`src/rtl/multicycle_ctrl.sv`:
```
// multicycle_ctrl: control FSM for a multicycle MIPS-style datapath.
// State is registered; all control outputs decode combinationally from
// state, opcode, funct and zero, and are forced low while rst is high.
// Optional feature macro MC_STALL_EN adds a mem_ready input that holds
// FETCH, MEM_RD and MEM_WR until memory is ready.
module multicycle_ctrl #(
    parameter int LW_WAIT = 0
) (
    input  logic       clk,
    input  logic       rst,
    input  logic [5:0] opcode,
    input  logic [5:0] funct,
    input  logic       zero,
`ifdef MC_STALL_EN
    input  logic       mem_ready,
`endif
    output logic       ir_we,
    output logic       pc_we,
    output logic       mem_re,
    output logic       mem_we,
    output logic       reg_we,
    output logic [1:0] pc_src,
    output logic       ext_src,
    output logic [1:0] alu_src_b,
    output logic [1:0] alu_op,
    output logic [1:0] reg_dst,
    output logic [1:0] wb_sel,
    output logic       illegal,
    output logic [3:0] state
);

    typedef enum logic [3:0] {
        FETCH    = 4'd0,
        DECODE   = 4'd1,
        EXEC_R   = 4'd2,
        WB_R     = 4'd3,
        EXEC_I   = 4'd4,
        WB_I     = 4'd5,
        WB_LUI   = 4'd6,
        MEM_ADDR = 4'd7,
        MEM_RD   = 4'd8,
        MEM_WR   = 4'd9,
        WB_MEM   = 4'd10,
        BRANCH   = 4'd11,
        JUMP     = 4'd12,
        JR       = 4'd13
    } st_t;

    localparam logic [3:0] LW_LAST = LW_WAIT[3:0];

    st_t        st;
    logic [3:0] cnt;
    logic       rdy;
    st_t        dec_nxt;
    logic       dec_ill;

`ifdef MC_STALL_EN
    assign rdy = mem_ready;
`else
    assign rdy = 1'b1;
`endif

    // Opcode dispatch out of DECODE; unknown opcodes return to FETCH and flag illegal
    always_comb begin
        dec_nxt = FETCH;
        dec_ill = 1'b0;
        case (opcode)
            6'b000000: dec_nxt = (funct == 6'b001000) ? JR : EXEC_R;
            6'b001000, 6'b001001, 6'b001100,
            6'b001101, 6'b001110: dec_nxt = EXEC_I;
            6'b001111: dec_nxt = WB_LUI;
            6'b100011, 6'b101011: dec_nxt = MEM_ADDR;
            6'b000100, 6'b000101: dec_nxt = BRANCH;
            6'b000010, 6'b000011: dec_nxt = JUMP;
            default: dec_ill = 1'b1;
        endcase
    end

    // State register and MEM_RD dwell counter
    always_ff @(posedge clk) begin
        if (rst) begin
            st  <= FETCH;
            cnt <= 4'd0;
        end else begin
            case (st)
                FETCH:    if (rdy) st <= DECODE;
                DECODE:   st <= dec_nxt;
                EXEC_R:   st <= WB_R;
                EXEC_I:   st <= WB_I;
                MEM_ADDR: begin
                    cnt <= 4'd0;
                    if (opcode == 6'b100011)      st <= MEM_RD;
                    else if (opcode == 6'b101011) st <= MEM_WR;
                    else                          st <= FETCH;
                end
                MEM_RD: begin
                    // counter saturates at the last dwell cycle, then waits for ready
                    if (cnt == LW_LAST) begin
                        if (rdy) st <= WB_MEM;
                    end else begin
                        cnt <= cnt + 4'd1;
                    end
                end
                MEM_WR:   if (rdy) st <= FETCH;
                default:  st <= FETCH;
            endcase
        end
    end

    // Control decode from current state; everything low during reset
    always_comb begin
        ir_we     = 1'b0;
        pc_we     = 1'b0;
        mem_re    = 1'b0;
        mem_we    = 1'b0;
        reg_we    = 1'b0;
        pc_src    = 2'd0;
        ext_src   = 1'b0;
        alu_src_b = 2'd0;
        alu_op    = 2'd0;
        reg_dst   = 2'd0;
        wb_sel    = 2'd0;
        illegal   = 1'b0;
        state     = 4'd0;
        if (!rst) begin
            state = st;
            case (st)
                FETCH: begin
                    mem_re    = 1'b1;
                    ir_we     = rdy;
                    pc_we     = rdy;
                    alu_src_b = 2'd1;
                end
                DECODE: begin
                    alu_src_b = 2'd3;
                    ext_src   = 1'b1;
                    illegal   = dec_ill;
                end
                EXEC_R: alu_op = 2'd2;
                WB_R: begin
                    reg_we  = 1'b1;
                    reg_dst = 2'd1;
                end
                EXEC_I: begin
                    alu_src_b = 2'd2;
                    // add forms sign-extend and add; logic forms zero-extend
                    if (opcode == 6'b001000 || opcode == 6'b001001) begin
                        ext_src = 1'b1;
                    end else begin
                        alu_op = 2'd3;
                    end
                end
                WB_I:   reg_we = 1'b1;
                WB_LUI: begin
                    reg_we = 1'b1;
                    wb_sel = 2'd3;
                end
                MEM_ADDR: begin
                    alu_src_b = 2'd2;
                    ext_src   = 1'b1;
                end
                MEM_RD: mem_re = 1'b1;
                MEM_WR: mem_we = rdy;
                WB_MEM: begin
                    reg_we = 1'b1;
                    wb_sel = 2'd1;
                end
                BRANCH: begin
                    alu_op = 2'd1;
                    pc_src = 2'd1;
                    pc_we  = (opcode == 6'b000100 &&  zero) ||
                             (opcode == 6'b000101 && !zero);
                end
                JUMP: begin
                    pc_we  = 1'b1;
                    pc_src = 2'd2;
                    if (opcode == 6'b000011) begin
                        reg_we  = 1'b1;
                        reg_dst = 2'd2;
                        wb_sel  = 2'd2;
                    end
                end
                JR: begin
                    pc_we  = 1'b1;
                    pc_src = 2'd3;
                end
                default: ;
            endcase
        end
    end

endmodule
```
`config.mk`:
```
export PLATFORM = sky130hd
export DESIGN_NAME = multicycle_ctrl
export DESIGN_NICKNAME = d
export VERILOG_FILES = /design/src/rtl/multicycle_ctrl.sv
export SDC_FILE = /design/constraint.sdc
export NUM_CORES = 1
export LEC_CHECK = 0
export CORE_MARGIN = 5
export CORE_UTILIZATION = 47
export CTS_BUF_LIST = sky130_fd_sc_hd__clkbuf_8
export CTS_CLUSTER_SIZE = 25
export DETAILED_ROUTE_END_ITERATION = 8
export PLACE_DENSITY_LB_ADDON = 0.25
export SLEW_MARGIN = 20
export SYNTH_ARGS = -nofsm -noshare
export SYNTH_HDL_FRONTEND = slang
export SYNTH_SLANG_ARGS = --single-unit
```
`constraint.sdc`:
```
create_clock -name clk -period 1.7 [get_ports clk]
set_clock_uncertainty 0.05 [all_clocks]
set_input_delay 0.17 -clock clk [delete_from_list [all_inputs] [get_ports clk]]
set_output_delay 0.17 -clock clk [all_outputs]
set_load 0.01 [all_outputs]
```
# Word-level counts from Yosys, hierarchy flattened
# Index checks and enable logic that the tools add are counted.
# W data, S select, Z words.
dict set report totals {
  out_inout_bits 21
  regBits 8
  wordCells 89
}
dict set report op_classes {
  mux 38
  reduce_logical 20
  add_sub_neg 1
  eq_ne 28
}
# operator count
set op_table {}
lappend op_table {{$pmux W4 S6} 2}
lappend op_table {{$eq A6 B4 Y1 const B} 7}
lappend op_table {{$eq A4 B4 Y1 const B} 6}
lappend op_table {{$mux W4} 6}
lappend op_table {{$pmux W2 S3} 4}
lappend op_table {{$eq A4 B3 Y1 const B} 4}
lappend op_table {{$mux W1} 14}
lappend op_table {{$mux W2} 7}
lappend op_table {{$reduce_or A13 Y1} 1}
lappend op_table {{$eq A6 B2 Y1 const B} 2}
lappend op_table {{$eq A6 B3 Y1 const B} 2}
lappend op_table {{$eq A6 B6 Y1 const B} 2}
lappend op_table {{$reduce_or A2 Y1} 6}
lappend op_table {{$eq A4 B2 Y1 const B} 2}
lappend op_table {{$logic_not A4 Y1} 2}
lappend op_table {{$pmux W4 S2} 1}
lappend op_table {{$logic_not A6 Y1} 1}
lappend op_table {{$pmux W1 S2} 3}
lappend op_table {{$reduce_or A5 Y1} 1}
lappend op_table {{$add A4 B1 Y4 const B} 1}
lappend op_table {{$eq A4 B1 Y1 const B} 1}
lappend op_table {{$ne A2 B2 Y1 const B} 2}
lappend op_table {{$pmux W2 S2} 1}
lappend op_table {{$reduce_or A4 Y1} 1}
lappend op_table {{other kinds (6)} 8}

# Depth between registers and ports, before layout
dict set report depth {
  word_depth 5
  mapped_depth 6
  ltp_nobuf 6
}

# Worst setup path after synthesis
# Ideal clock, no wire load.
dict set report synth_path {
  path_kind {register -> output}
  from {reg st[2]}
  to {out ext_src}
  setup_slack_ns 0.088
  path_stages_with_launch 6
  arrival_ns 1.392
  required_ns 1.480
  path_buffers 2
  cell_sequence {dfxtp_1 buf_4 buf_2 mux2i_1 nor3_1 a21boi_0}
}
dict set report synth_between {
  elab_chain_cells 4
}
# element line
set synth_lines {}
lappend synth_lines {{start, declared} 51} ;# st_t st;
lappend synth_lines {{start signal, assigned} 87} ;# DECODE: st <= dec_nxt;
lappend synth_lines {{$eq A4 B1 Y1 or $eq A4 B3 Y1 (tied branches)} 127} ;# case (st)
lappend synth_lines {{$reduce_or A2 Y1 (no source line)} --}
lappend synth_lines {{$pmux W1 S2 *} 127}
lappend synth_lines {{$mux W1 *} 125} ;# if (!rst) begin
lappend synth_lines {{end, declared} 23} ;# output logic ext_src,
# Every way passes the cells marked *; elsewhere a longest branch is shown, timed or not.

# Worst setup path in the final report
dict set report layout_path {
  from {reg st[1]}
  to {out ext_src}
}
# The elaborated chain is that of the path after synthesis.

==> out/summary.log <==
[run_status] status complete, but fails checks
[run_status] violations in the final reports setup timing
[detailed_routing] wl on met1 2.005 mm
[sta] Period minus WS final 1.844 ns
[yosys] Post-Synthesis Net Count 164
[sta] number of hold violations in the final report 0
[sta] least setup slack across all paths after layout -0.1436 ns
[worst_setup_path] Crit. End Element output port
[global_route] global-route wire length before repair 6.837 mm
[sta] minimum hold slack 0.5166 ns
[floorplan] boundary pin count 36
[worst_setup_path] required time of the critical path 1.48 ns
[detailed_routing] met3 layer wire length in the routed design 334 µm
[yosys] Synthesis Warnings 0
[detailed_routing] drt wl/cell 20.55 µm
[clock_tree] Num Clock Sinks 8
[worst_setup_path] Critical Path Fanout Max 7
[power_and_ir_drop] LEAKAGE 0.0009139 µW
[floorplan] area of the core 2170 µm²
[detailed_routing] topmost layer with routed signal wires met4
[global_route] number of antenna violations at the first check in global routing 0
[clock_tree] TritonCTS clock tree done
[layout] layout cells sized above 1 52.99%
[sta] fmax 542.4 MHz
[place] Detailed Place HPWL 2.931 mm
[detailed_routing] DRC violation count after routing 0
[layout] Area Overhead vs Synth 90.40%
[floorplan] row count 17
[place] final weighted congestion in routability-driven placement 0.8654
[layout] most common cell after layout, fill and taps aside sky130_fd_sc_hd__buf_4
[power_and_ir_drop] part of the power in the clock network 29.8%
[global_route] pin count of the biggest net entering global routing 12
[sta] RSZ-0062 raised after global routing yes
[clock_tree] post-CTS clock slew at the launch and capture registers of the worst setup and hold paths 0.04 ns
[detailed_routing] count of nets left with antenna violations after detail routing 0
[worst_setup_path] Setup CP Type reg -> out
[global_route] via count of the first global-routing pass 1492
[sta] Final period util 108.4%
[worst_setup_path] critical path data arrival time 1.62 ns
[worst_setup_path] critical register-to-register path startpoint st[1]$_SDFFE_PP0P_
[sta] Finish-stage setup viols 11
[power_and_ir_drop] combinational power share 44.8%
[flow_run] maximum capacitance violations 0
[worst_setup_path] launching element type of the critical path flip-flop
[yosys] mean cell area of the mapped netlist 7.090 µm²
[layout] Ant. Diodes 0
[yosys] Synth Register Bits 8
[detailed_routing] DRT iter0 DRCs 101
[place] IO buf count 35
[clock_tree] CTS Buf Count 3
[sta] relative max-transition margin 70.52%
[worst_setup_path] CP Launch Point st[1]$_SDFFE_PP0P_
[floorplan] Starting Density 48.04%
[yosys] Distinct cells, synth 44
[global_route] total global routing overflow 0
[layout] most frequent cells in the layout sky130_fd_sc_hd__buf_4 (54), sky130_fd_sc_hd__nor2_1 (13), sky130_fd_sc_hd__buf_2 (12)
[yosys] Post-synth top flop sky130_fd_sc_hd__dfxtp_1
[floorplan] Die H 57.09 µm
[layout] core occupancy in the finished layout 91.46%
[sta] post-route setup TNS -0.5429 ns
[yosys] share of flip-flops with an asynchronous set or reset 0%
[yosys] post-synthesis sequential area ratio 15.37%
[layout] FF/Latch Area 175.2 µm²
[detailed_routing] Vias/cell 6.092
[power_and_ir_drop] switch share 33.08%
[layout] number of fill cells in the layout 94
[floorplan] die width 57.09 µm
[power_and_ir_drop] Pwr Density 401.1 nW/µm²
[floorplan] full die area 3259 µm²
[detailed_routing] detailed-routed wire length on met2 2.617 mm
[detailed_routing] DR vias 1596
[yosys] synthesized netlist cell count 147
[clock_tree] Clk Tree Root Cell sky130_fd_sc_hd__clkbuf_8
[detailed_routing] first-pass iteration count of the detailed router 4
[clock_tree] source-to-sink clock delay at the later pin of the worst-skew pair 0.23 ns
[sta] number of pins exceeding their max-slew limit in the final report 0
[power_and_ir_drop] internal power component 532.7 µW
[power_and_ir_drop] sequential group share of total power 25.4%
[yosys] Post-synth EDFFs 0
[clock_tree] H-Tree Depth 1
[layout] multi-input logic area 943.4 µm²
[yosys] Post-Synthesis Cell Area 1042 µm²
[clock_tree] Bufs on Longest Clock Path 2
[power_and_ir_drop] Sw Pwr 263.3 µW
[min_path] type of the tightest min-delay check reg -> reg
[global_route] overall fraction of global-route tracks in use 26.61%
[power_and_ir_drop] Worst IR Drop VDD 0.0003725 V
[layout] net count reported at finish 253
[min_path] startpoint of the worst hold path cnt[3]$_SDFFE_PP0P_
[detailed_routing] Total Routed Length 5.384 mm
[sta] actual transition at the worst max-transition pin 0.4422 ns
[place] post-placement worst setup slack -0.5187 ns
[worst paths after layout]
check | endpoint | slack [ns] | cells past startpoint
worst max-delay path | ext_src | -0.14 | 6
worst min-delay path | cnt[3]$_SDFFE_PP0P_ | 0.52 | 2
worst max register to register | st[0]$_SDFFE_PP0P_ | -0.08 | 7
worst min register to register | cnt[3]$_SDFFE_PP0P_ | 0.52 | 2
[cells in the mapped netlist (all sizes together), types with 5 or more instances]
library cell	instances	area, µm²
nand2b	5	38.78
nor3	6	35.03
nor4	5	31.28
a21oi	13	76.33
dfxtp	8	160.2
nand2	10	40.04
nor2b	10	62.56
and3	5	31.28
nor2	19	76.32
buf	7	52.54
inv	5	18.77
clkbuf	6	22.52
a31oi	5	31.28
[metal layers]
| metal | GRT usage (%) | vias to the layer above |
|---|---|---|
| met3 | 3.167 | 43 |
| li1 | - | 698 |
| met5 | 0 | - |
| met2 | 48.45 | 109 |
| met1 | 30.36 | 746 |
| met4 | 12.91 | 0 |
[registers in the layout (all words and copies together), names as in the netlist]
name  flops
cnt       4
st        4
[power by group through the flow]
stage	clock network, µW	registers [µW]	logic (µW)
3_3_place_gp	0	204	276
4_1_cts	229	201	299
2_1_floorplan	0	197	131
3_5_place_dp	0	205	283
6_report	237	202	357
5_1_grt	246	202	375
[stage by stage]
| stage | total power [µW] | area, µm² | std cells |
|---|---|---|---|
| global placement | 480.5 | 1735 | 248 |
| floorplan | 328.3 | 1042 | 147 |
| CTS | 728.5 | 1881 | 257 |
| global route | 823.1 | 1984 | 262 |
| detailed placement | 487.7 | 1735 | 248 |
| finish | 796.0 | 1984 | 262 |
[layout make-up]
class                   count  share of cell area, %
repair buffers             97                  38.84
flip-flops and latches      8                  8.827
multi-input cells         121                  47.54
inverters                   5                 0.9458
well taps                  28                  1.765
clock buffers               3                  2.081
[worst max-delay path, stage by stage, from the launching register on]
cell and delay, ns:
sky130_fd_sc_hd__dfxtp_4 0.44, sky130_fd_sc_hd__xnor2_4 0.14, sky130_fd_sc_hd__mux2i_2 0.11, sky130_fd_sc_hd__nor3_2 0.22
sky130_fd_sc_hd__buf_4 0.16, sky130_fd_sc_hd__a21boi_2 0.16, sky130_fd_sc_hd__buf_2 0.15
[repair_timing]
item                                    CTS  global route
endpoints found under the setup margin   26            25
gates resized for setup                  87            45
hold buffers                              0             0
pin swaps                                 7            10
setup buffers                             6             5
[cell families (layout without fill, tap and decap cells)]
logic type | after synthesis | in the layout | share of synthesized area (%)
AOI/OAI and AO/OA | 34 | 34 | 24.01
xor gates and xnor gates | 6 | 6 | 5.042
adders and majority gates | 2 | 2 | 2.401
buffers and inverters | 18 | 105 | 9.003
DFF | 8 | 8 | 15.37
muxes | 4 | 4 | 3.962
and+or+nand+nor | 75 | 75 | 40.22
Note: power is estimated with default switching activity, not from simulation.
